**src/rtl/axi_cache_arbiter.sv**
```systemverilog
// Shares one AXI master between I-cache linefills, D-cache linefills and D-cache writebacks.
// Round-robin arbitration, with a same-line override that lets a writeback go ahead of a linefill.
module axi_cache_arbiter #(
  parameter int ADDR_WIDTH = 32,
  parameter int LINE_WIDTH = 256,
  parameter int TIMEOUT    = 1023
) (
  input  logic                  Clk,
  input  logic                  Rst,
  input  logic                  I_RdReq,
  input  logic [ADDR_WIDTH-1:0] I_RdAddr,
  output logic                  I_RdDone,
  output logic                  I_WordValid,
  input  logic                  D_RdReq,
  input  logic [ADDR_WIDTH-1:0] D_RdAddr,
  output logic                  D_RdDone,
  output logic                  D_WordValid,
  input  logic                  D_WrReq,
  input  logic [ADDR_WIDTH-1:0] D_WrAddr,
  input  logic [LINE_WIDTH-1:0] D_WrData,
  output logic                  D_WrDone,
  output logic [31:0]           RdData,
  output logic                  M_StartRead,
  output logic                  M_StartWrite,
  output logic [ADDR_WIDTH-1:0] M_ARAddr,
  output logic [ADDR_WIDTH-1:0] M_AWAddr,
  output logic [LINE_WIDTH-1:0] M_WriteData,
  input  logic [31:0]           M_ReadData,
  input  logic                  M_ValidReadData,
  input  logic                  M_ReadCompleted,
  input  logic                  M_WriteCompleted,
  output logic                  Timeout,
  output logic                  Busy
);

  typedef enum logic [1:0] {IDLE, ISSUE, WAIT, DONE} state_t;
  typedef enum logic [1:0] {NONE, IRD, DRD, DWR} owner_t;

  localparam logic [9:0] TIMEOUT_CNT = 10'(TIMEOUT);

  state_t                r_state;
  state_t                w_nextState;
  owner_t                r_owner;
  owner_t                r_lastGrant;
  owner_t                w_grant;
  logic [ADDR_WIDTH-1:0] r_arAddr;
  logic [ADDR_WIDTH-1:0] r_awAddr;
  logic [LINE_WIDTH-1:0] r_wrData;
  logic [9:0]            r_waitCnt;
  logic                  r_timeout;
  logic                  w_sameLine;
  logic                  w_complete;
  logic                  w_timeoutHit;

  // A writeback to the line being refilled must land first, otherwise the refill reads stale data.
  assign w_sameLine = (D_WrAddr[ADDR_WIDTH-1:5] == D_RdAddr[ADDR_WIDTH-1:5]);

  always_comb begin
    w_grant = NONE;
    if (D_WrReq && D_RdReq && w_sameLine) begin
      w_grant = DWR;
    end else begin
      case (r_lastGrant)
        IRD: begin
          if (D_RdReq)      w_grant = DRD;
          else if (D_WrReq) w_grant = DWR;
          else if (I_RdReq) w_grant = IRD;
        end
        DRD: begin
          if (D_WrReq)      w_grant = DWR;
          else if (I_RdReq) w_grant = IRD;
          else if (D_RdReq) w_grant = DRD;
        end
        default: begin
          if (I_RdReq)      w_grant = IRD;
          else if (D_RdReq) w_grant = DRD;
          else if (D_WrReq) w_grant = DWR;
        end
      endcase
    end
  end

  assign w_complete   = (r_owner == DWR) ? M_WriteCompleted : M_ReadCompleted;
  assign w_timeoutHit = (r_waitCnt == TIMEOUT_CNT);

  always_comb begin
    w_nextState = r_state;
    case (r_state)
      IDLE:    if (w_grant != NONE) w_nextState = ISSUE;
      ISSUE:   w_nextState = WAIT;
      WAIT:    if (w_complete || w_timeoutHit) w_nextState = DONE;
      default: w_nextState = IDLE;
    endcase
  end

  always_ff @(posedge Clk or negedge Rst) begin
    if (!Rst) r_state <= IDLE;
    else      r_state <= w_nextState;
  end

  // Ownership, latched transaction data, wait counter and the sticky timeout flag.
  always_ff @(posedge Clk or negedge Rst) begin
    if (!Rst) begin
      r_owner     <= NONE;
      r_lastGrant <= DWR;
      r_arAddr    <= '0;
      r_awAddr    <= '0;
      r_wrData    <= '0;
      r_waitCnt   <= '0;
      r_timeout   <= 1'b0;
    end else begin
      case (r_state)
        IDLE: begin
          if (w_grant != NONE) begin
            r_owner <= w_grant;
            if (w_grant == DWR) begin
              r_awAddr <= D_WrAddr;
              r_wrData <= D_WrData;
            end else if (w_grant == DRD) begin
              r_arAddr <= D_RdAddr;
            end else begin
              r_arAddr <= I_RdAddr;
            end
          end
        end
        ISSUE: r_waitCnt <= '0;
        WAIT: begin
          r_waitCnt <= r_waitCnt + 10'd1;
          if (w_timeoutHit && !w_complete) r_timeout <= 1'b1;
        end
        default: begin
          r_lastGrant <= r_owner;
          r_owner     <= NONE;
        end
      endcase
    end
  end

  assign Busy         = (r_state != IDLE);
  assign M_StartRead  = (r_state == ISSUE) && ((r_owner == IRD) || (r_owner == DRD));
  assign M_StartWrite = (r_state == ISSUE) && (r_owner == DWR);
  assign M_ARAddr     = r_arAddr;
  assign M_AWAddr     = r_awAddr;
  assign M_WriteData  = r_wrData;
  assign I_WordValid  = (r_state == WAIT) && (r_owner == IRD) && M_ValidReadData;
  assign D_WordValid  = (r_state == WAIT) && (r_owner == DRD) && M_ValidReadData;
  assign RdData       = (r_state == WAIT) ? M_ReadData : 32'd0;
  assign I_RdDone     = (r_state == DONE) && (r_owner == IRD);
  assign D_RdDone     = (r_state == DONE) && (r_owner == DRD);
  assign D_WrDone     = (r_state == DONE) && (r_owner == DWR);
  assign Timeout      = r_timeout;

endmodule

```
**config.mk**
```make
export PLATFORM = sky130hd
export DESIGN_NAME = axi_cache_arbiter
export DESIGN_NICKNAME = d
export VERILOG_FILES = /design/src/rtl/axi_cache_arbiter.sv
export SDC_FILE = /design/constraint.sdc
export NUM_CORES = 1
export LEC_CHECK = 0
export CAP_MARGIN = 20
export CORE_AREA = 2 2 293 295
export DETAILED_ROUTE_END_ITERATION = 10
export DIE_AREA = 0 0 295 297
export SYNTH_ARGS = -nofsm -noshare
export SYNTH_HDL_FRONTEND = slang
export SYNTH_SLANG_ARGS = --single-unit
```
**constraint.sdc**
```tcl
create_clock -name Clk -period 5.4 [get_ports Clk]
set_input_delay 1.62 -clock Clk [delete_from_list [all_inputs] [get_ports Clk]]
set_output_delay 1.62 -clock Clk [all_outputs]
set_load 0.02 [all_outputs]
```
==> flow_summary_export.csv <==
group,metric,value,unit
global_routing,track_usage,12.2,%
synth,ys_top_cells_by_area,"dfrtp_1, mux2_2, mux2i_1",
sta,rsz0062_at_grt,"false",
global_routing,grt_pass1_wl,79200,um
global_routing,top_usage_layer,"met2",
setup_path,critPathKind,"input pin to output pin",
pwr,peakVddDrop,0.000376,V
drt,firstDrtPassIters,4,
clocking,cts.sinks,337,
floorplan,die_w,295,um
drt,routed-via-count,10800,
placed_design,hpwl,45500,um
cells_and_area,drive_gt1_share,22.4,%
clocking,htreeDepth,2,
sta,fin_crit_sh,84.9,%
sta,hold_viol,0,
synth,syn_avg_cell_area,14.5,um2
clocking,cts_tree,"built",
global_routing,antenna_found_initial,22,
cells_and_area,synthToLayoutAreaGrowth,76.4,%
flow_run,cap_violations,0,
clocking,post-cts-setup-buffer-count,0,
floorplan,rows,107,
synth,synth_top_area_share,61.2,%
drt,drtIter0Drc,248,
pwr,p_switching,5.53,mW
clocking,clock_latency,570,ps
clocking,cts_buffers,41,
floorplan,core_area,84500,um2
synth,ys.flop_type,"dfrtp_1",
drt,ant_nets,0,
sta,setup_viol,0,
synth,syn-cell-area,13700,um2
synth,ys_seq_area_share,61.6,%
drt,drc,0,
setup_path,start_kind,"input pin",
global_routing,grt-ovfl-total,0,
global_routing,grt_util_met3,5.23,%
setup_path,cp.arrival,2970,ps
synth,synth_most_common_cell,"dfrtp_1",
hold_path,hold_class,"register to register",
cells_and_area,fillers,8518,
synth,ys_ff_latch,337,
floorplan,dieArea,87600,um2
sta,fin_crit,4590,ps
sta,fmaxAchievable,218,MHz
sta,slew_violations,0,
pwr,pwr-share-seq,30.3,%
pwr,power_frac_clock,18.5,%
pwr,power_density,611,nW/um2
synth,synth_largest_area_cell,"dfrtp_1",
global_routing,grt_max_degree,92,
pwr,power,14.8,mW
floorplan,start_util,16.2,%
drt,wirelength,55600,um
clocking,cts_root_buf,"clkbuf_16",
sta,tns,0,ps
synth,yosys_warnings,0,
sta,maxSlewHeadroom,46.8,%
clocking,cts_resized,0,
synth,syn_inst,947,
synth,synth_edf_count,0,
drt,routedWlPerCell,19.1,um
synth,synth_cell_types,34,
placed_design,place_ws,68.8,ps
sta,worstMarginPinSlew,798,ps
placed_design,port_buffers,752,
setup_path,cp.required,3780,ps
setup_path,path_max_fanout,1,
synth,synth_common_cells,"dfrtp_1, mux2_2, and2_1, nor2_1, mux2i_1",
clocking,clock_path_buffers,3,
cells_and_area,nNetsFinal,2130,
global_routing,use_met2,23.5,%
drt,vias_per_cell,3.70,
global_routing,grt_pass1_vias,12000,
global_routing,gr-usage-met1,10.7,%
synth,synthArstFlopShare,100,%
clocking,hold_buffers,0,
sta,setup_ws,815,ps
pwr,power_frac_comb,51.2,%
pwr,p_int,9.24,mW
sta,skew,30.6,ps
placed_design,routabilityCongestion,0.804,
floorplan,die_height,297,um
clocking,clk_pin_slew_worst_paths,50,ps
synth,mappedNetlistNets,1352,
outcome,status,"complete, no violations",
pwr,p_leak,9.84,nW
pwr,p_sw_share,37.5,%
setup_path,worst_setup_path_end_kind,"output pin",
floorplan,ios,753,
-- per-layer routing --
metal	up-vias	part of all wire, %
met2	511	54
li1	4872	-
met3	113	11
met5	-	0.19
met4	20	4.5
met1	5269	31
-- critical path, stage by stage --
cell,delay (ps)
clkdlybuf4s50_1,560
and2_1,170
clkdlybuf4s50_1,610
-- through the flow --
step           instance area [um2]  hold slack, ps  cells  util, %
2_1_floorplan                13700             469    947        -
3_5_place_dp                 22800             470   2826     27.0
6_report                     24200             481   2911     28.6
3_3_place_gp                 22800             465   2826     27.0
5_1_grt                      24200             512   2911     28.6
4_1_cts                      24200             493   2902     28.6
-- flip-flops by register name, summed over array words and instances (netlist names) --
register     flops
Timeout          1
r_owner          2
r_state          2
M_WriteData    256
r_lastGrant      2
M_AWAddr        32
M_ARAddr        32
r_waitCnt       10
-- cells by family (layout without fill, tap and decap cells) --
family	Yosys count	count (layout)	synth area share (%)
buffers and inverters	58	869	1.81
xor gates and xnor gates	29	29	1.85
and+or+nand+nor	129	129	4.88
AOI/OAI and AO/OA	55	55	2.26
muxes	326	326	26.4
DFF	337	337	61.6
adders and majority gates	13	13	1.19
other	0	9	0
-- placed cells by master (no fill, tap or decap), drive strengths merged, types with 3 or more instances in the layout --
cell type      netlist  layout
clkdlybuf4s50        0     751
dfrtp              335     335
mux2               289     289
clkbuf              18      62
nor2                40      40
and2                40      40
mux2i               37      37
a21oi               33      33
buf                 30      32
xnor2               24      24
nand2               17      17
inv                 10      15
ha                  13      13
nand4               11      11
o21ai               10      10
diode                0       9
clkinv               0       8
xor2                 5       5
and3                 5       5
nand3                5       5
nor2b                3       3
-- power groups by stage --
stage | Clock [mW] | Combinational, mW | Sequential (mW)
finish | 2.74 | 7.56 | 4.47
global route | 2.95 | 7.97 | 4.63
CTS | 2.84 | 7.68 | 4.49
detailed placement | 0 | 7.66 | 4.51
global placement | 0 | 7.55 | 4.46
floorplan | 0 | 2.28 | 5.88
-- layout make-up --
class	instances	area (um2)	share of cell area (%)
sequential	337	8440	34.9
timing repair buffer	783	7880	32.6
multi-input combinational	552	5030	20.8
tap	1144	1430	5.92
clock buffer	62	1210	5.03
clock inverter	14	125	0.518
inverter	10	37.5	0.155
antenna	9	22.5	0.0932
-- worst paths after layout --
path                       depth (start not counted)                to  slack [ps]           start
min in group asynchronous                          1   M_WriteData[15]        1110             Rst
setup reg to reg                                   9  M_WriteData[188]        2460  r_lastGrant[0]
max in group asynchronous                          2    r_lastGrant[0]        3260             Rst
setup / recovery                                   3         RdData[9]         810   M_ReadData[9]
hold / removal                                     1           Timeout         480         Timeout
hold reg to reg                                    1           Timeout         480         Timeout
No activity file was read; power rests on OpenSTA's default activity.
